===== src/rtl/alu_share_ctrl.sv =====
// alu_share_ctrl: shares one 32-bit ALU between two requesters
// (0 = pipeline EX stage, 1 = branch/address unit).
// Round-robin arbitration in IDLE, one operation in flight, registered response.
//
// Ports:
//   clk, rst                     clock, asynchronous active-high reset
//   reqN_valid/ready/a/b/op      request channel of requester N (N = 0, 1)
//   rspN_valid/ready             response handshake of requester N
//   rsp_result/zero/err          shared registered response bus
//   busy                         high whenever the controller is not IDLE
module alu_share_ctrl #(
    parameter int unsigned MUL_CYCLES = 4  // execute cycles for multiply, 1..15
) (
    input  logic        clk,
    input  logic        rst,
    input  logic        req0_valid,
    output logic        req0_ready,
    input  logic [31:0] req0_a,
    input  logic [31:0] req0_b,
    input  logic [3:0]  req0_op,
    input  logic        req1_valid,
    output logic        req1_ready,
    input  logic [31:0] req1_a,
    input  logic [31:0] req1_b,
    input  logic [3:0]  req1_op,
    output logic        rsp0_valid,
    output logic        rsp1_valid,
    input  logic        rsp0_ready,
    input  logic        rsp1_ready,
    output logic [31:0] rsp_result,
    output logic        rsp_zero,
    output logic        rsp_err,
    output logic        busy
);

    typedef enum logic [1:0] {StIdle, StExec, StResp} state_e;

    localparam logic [3:0] OpMul   = 4'b1001;
    localparam logic [3:0] MulLoad = 4'(MUL_CYCLES - 1);

    state_e      state_q, state_d;
    logic [31:0] a_q, b_q;
    logic [3:0]  op_q;
    logic [3:0]  cnt_q;
    logic        owner_q;
    logic        last_grant_q;
    logic [31:0] result_q;
    logic        zero_q, err_q;

    logic        grant0, grant1, accept;
    logic        exec_done, rsp_fire;
    logic [31:0] alu_result;
    logic        alu_zero, alu_err;
    logic [3:0]  sel_op;

    // Readies are forced low during reset so nothing looks accepted while rst is high.
    always_comb begin
        grant0 = 1'b0;
        grant1 = 1'b0;
        if (state_q == StIdle && !rst) begin
            if (req0_valid && req1_valid) begin
                if (last_grant_q) grant0 = 1'b1;
                else              grant1 = 1'b1;
            end else if (req0_valid) begin
                grant0 = 1'b1;
            end else if (req1_valid) begin
                grant1 = 1'b1;
            end
        end
    end

    assign req0_ready = grant0;
    assign req1_ready = grant1;
    assign accept     = grant0 | grant1;
    assign sel_op     = grant1 ? req1_op : req0_op;

    assign exec_done = (state_q == StExec) && (cnt_q == 4'd0);
    // Non-owner rsp_ready is deliberately ignored.
    assign rsp_fire  = (state_q == StResp) && (owner_q ? rsp1_ready : rsp0_ready);

    always_comb begin
        state_d = state_q;
        unique case (state_q)
            StIdle:  if (accept)    state_d = StExec;
            StExec:  if (exec_done) state_d = StResp;
            StResp:  if (rsp_fire)  state_d = StIdle;
            default: state_d = StIdle;
        endcase
    end

    always_comb begin
        alu_result = 32'd0;
        alu_zero   = 1'b0;
        alu_err    = 1'b0;
        case (op_q)
            4'b0000: alu_result = a_q + b_q;
            4'b0001: begin
                alu_result = a_q - b_q;
                alu_zero   = (a_q == b_q);
            end
            4'b1001: alu_result = a_q * b_q;
            4'b0010: alu_result = a_q | b_q;
            4'b0011: alu_result = a_q & b_q;
            4'b0100: alu_result = a_q ^ b_q;
            4'b0101: alu_result = (a_q[31:5] != 27'd0) ? 32'd0 : (b_q >> a_q[4:0]);
            4'b0110: alu_result = (a_q[31:5] != 27'd0) ? 32'd0 : (b_q << a_q[4:0]);
            4'b0111: alu_result = {31'd0, a_q > b_q};
            4'b1000: alu_result = {31'd0, a_q < b_q};
            4'b1111: alu_result = ~(a_q | b_q);
            default: alu_err = 1'b1;
        endcase
    end

    always_ff @(posedge clk or posedge rst) begin
        if (rst) begin
            state_q      <= StIdle;
            a_q          <= 32'd0;
            b_q          <= 32'd0;
            op_q         <= 4'd0;
            cnt_q        <= 4'd0;
            owner_q      <= 1'b0;
            last_grant_q <= 1'b1;
            result_q     <= 32'd0;
            zero_q       <= 1'b0;
            err_q        <= 1'b0;
        end else begin
            state_q <= state_d;
            if (accept) begin
                a_q          <= grant1 ? req1_a : req0_a;
                b_q          <= grant1 ? req1_b : req0_b;
                op_q         <= sel_op;
                owner_q      <= grant1;
                last_grant_q <= grant1;
                cnt_q        <= (sel_op == OpMul) ? MulLoad : 4'd0;
            end else if (state_q == StExec) begin
                if (cnt_q != 4'd0) begin
                    cnt_q <= cnt_q - 4'd1;
                end else begin
                    result_q <= alu_result;
                    zero_q   <= alu_zero;
                    err_q    <= alu_err;
                end
            end
        end
    end

    assign rsp0_valid = (state_q == StResp) && !owner_q;
    assign rsp1_valid = (state_q == StResp) && owner_q;
    assign rsp_result = result_q;
    assign rsp_zero   = zero_q;
    assign rsp_err    = err_q;
    assign busy       = (state_q != StIdle);

endmodule


===== config.mk =====
export PLATFORM = sky130hd
export DESIGN_NAME = alu_share_ctrl
export DESIGN_NICKNAME = d
export VERILOG_FILES = /design/src/rtl/alu_share_ctrl.sv
export SDC_FILE = /design/constraint.sdc
export NUM_CORES = 2
export LEC_CHECK = 0
export CAP_MARGIN = 10
export CORE_MARGIN = 2
export CORE_UTILIZATION = 30
export CTS_CLUSTER_DIAMETER = 200
export CTS_CLUSTER_SIZE = 24
export DETAILED_ROUTE_END_ITERATION = 10
export HOLD_SLACK_MARGIN = 0.03
export PLACE_DENSITY = 0.44
export SYNTH_ARGS = -nofsm -noshare
export SYNTH_HDL_FRONTEND = slang
export SYNTH_SLANG_ARGS = --single-unit

===== constraint.sdc =====
create_clock -name clk -period 13.4 [get_ports clk]
set_clock_uncertainty 0.05 [all_clocks]
set_input_delay 1.34 -clock clk [delete_from_list [all_inputs] [get_ports clk]]
set_output_delay 1.34 -clock clk [all_outputs]
set_load 0.05 [all_outputs]

==> impl_metrics.yaml <==
yosys:
  syn_nets: 4341
  synthArstFlopShare: 1.00
  synth_area_um2: 28300
  ys_seq_elements: 110
  synthCells: 3568
  ys_types: 84
  synth_edf_count: 0
  avgSynthCellArea_um2: 7.93
  ys_seq_area_frac: 0.0974
  ys.flop_type: "dfrtp_1"
  ys_warn_count: 0
sta:
  tightest_slew_ns: 1.22
  hold_viol: 0
  rsz0062_at_grt: "no"
  slew_headroom: 0.179
  fin_tns_setup_ns: 0
  post-route-period-util: 0.668
  slew_violations: 0
  setup_violations: 0
  finalCriticalPeriod_ns: 8.95
  max_freq_mhz: 112
clock_tree:
  clock_path_buffers: 2
  postCtsSetupRepairBufs: 0
  cts_resized: 0
  path_clk_slew_ns: 0.10
  hold_buffers: 0
  cts_buffers: 9
  cts_tree: "done"
  clk_latency_ns: 0.40
  htree_levels: 3
  cts.sinks: 110
  clockRootBuffer: "clkbuf_16"
setup_path:
  critPathRequiredTime_ns: 13.68
  crit_top_cell: "fa_1"
  crit_path_start: "a_q[5]"
  r2r_start: "a_q[5]"
  cpLargestDelayFamily: "adder cells"
  crit_buf_inv: 8
  slowest_delay_ns: 0.95
  arrival_ns: 9.23
  r2r_slack_ns: 4.45
  critPathCaptureType: "register"
  worstSetupPathType: "register to register"
  path_max_fanout: 14
  cp-start-kind: "register"
  worstRegToRegCells: 28
  slowest_stage: "dfrtp_1"
  r2r-end: "rsp_result[31]"
global_routing:
  use_met1: 0.385
  grt_pass1_vias: 27200
  grt_usage: 0.277
  grt_overflow: 0
  grt.busiest_layer: "met2"
  grt_max_degree: 92
  grt_pass1_wl_um: 196000
  gr-usage-met3: 0.0480
  use_met2: 0.421
  antenna_found_initial: 4
run_status:
  status: "finished, final reports clean"
die:
  initial_core_util: 0.303
  core_um2: 93300
  die_h_um: 311
  fp.dieW_um: 311
  io_pins: 181
  rows: 112
  die_area_um2: 96700
placed_design:
  io_buffer_count: 180
  gp_congestion: 0.950
  place_hpwl_um: 103000
drt:
  detail_route.vias_per_cell: 5.54
  vias: 26900
  ant_nets: 0
  wirelength_um: 136000
  post-route-drc-count: 0
  drt-initial-drc-count: 2860
  dr.pass1.iters: 6
  wl_per_cell_um: 27.9
min_path:
  hold_end: "rsp_result[11]"
  hp-class: "register to register"
  min_path_cells: 2
  hp-start: "rsp_result[11]"
final_layout:
  area_growth_syn_to_layout_pct: 12.2
  layout_commonest_cell: "nor2_1"
  most-common-layout-cells: "nor2_1, nand2_1, inv_1, fa_1, ha_1"
  nNetsFinal: 4376
  drive_gt1_frac: 0.0560
job:
  maxCapViolCount: 0
## final cells by class
cell class                 instances  area, um2
fill                           10200      61600
clock inverter                     6       62.6
tap                             1254       1570
clock buffer                      10        229
timing repair buffer             271       2480
antenna                            1       2.50
multi-input combinational       2729      22800
inverter                         482       1810
sequential                       110       2760
## tightest hold or removal path, stage by stage (launching register included)
cell     delay, ns
dfrtp_1       0.35
nand2_1       0.05
nand2_1       0.06
## routing by layer
| layer | up-vias | share of wire |
|---|---|---|
| met5 | - | 0.000096 |
| met4 | 2 | 0.053 |
| met3 | 284 | 0.085 |
| met2 | 1388 | 0.43 |
| met1 | 13500 | 0.43 |
| li1 | 11800 | - |
## cell usage after synthesis, types with 15 or more instances
cell      instances  area (um2)
clkbuf_1        186         698
a221o_1          19         190
a22o_1           17         149
buf_2            22         110
nor2b_1          17         106
buf_1            34         128
nand3_1          30         150
ha_1            221        2770
a221oi_1         40         350
a31oi_1          86         538
o211ai_1         21         158
a21o_1           28         210
o21ai_0         143         716
dfrtp_1         109        2730
nor2_1          522        1960
a21oi_1         134         671
fa_1            410        8210
mux2_2           32         360
a211oi_1         35         263
mux4_2           16         360
inv_1           462        1730
nor4_1           21         131
o221ai_1         17         149
mux2i_1          71         711
xnor2_1          65         569
nand2_1         493        1850
o22ai_1          30         188
clkinv_1         15        56.3
nor3_1           25         125
xor2_1           23         201
nand2b_1         26         163
## how the worst max path moves through the flow
stage / endpoint / slack [ns] / depth (start not counted)
2_1_floorplan: rsp_result[20] / 5.63 / 28
3_5_place_dp: rsp_result[31] / 4.64 / 27
4_1_cts: rsp_result[31] / 4.60 / 27
6_report: rsp_result[31] / 4.45 / 28
3_3_place_gp: rsp_result[31] / 4.72 / 27
5_1_grt: rsp_result[31] / 4.13 / 28
## per-stage QoR
stage	instance area [um2]	setup WS (ns)	std cells	hold slack, ns	util
4_1_cts	31700	4.60	4862	0.449	0.340
3_5_place_dp	31400	4.64	4846	0.423	0.337
6_report	31700	4.45	4863	0.440	0.340
3_3_place_gp	31400	4.72	4846	0.412	0.337
5_1_grt	31700	4.13	4862	0.475	0.340
2_1_floorplan	28300	5.63	3568	0.436	-
## sequential cells by signal, summed over array words and instances, names as in the netlist
signal,count
last_grant_q,1
cnt_q,4
rsp_result,32
a_q,32
rsp_err,1
owner_q,1
rsp_zero,1
b_q,32
op_q,4
state_q,2
## cell families (layout without fill, tap and decap cells)
kind of cell,Yosys count,count (layout),share of synthesized area
buffers and inverters,729,769,0.0983
and+or+nand+nor,1203,1203,0.175
other,0,1,0
AOI/OAI and AO/OA,688,688,0.163
xor gates and xnor gates,88,88,0.0273
muxes,119,119,0.0506
DFF,110,110,0.0974
adders and majority gates,631,631,0.388
Power is not shown: default switching activity piles up to over one toggle a cycle in this logic, so the estimate is an artifact.
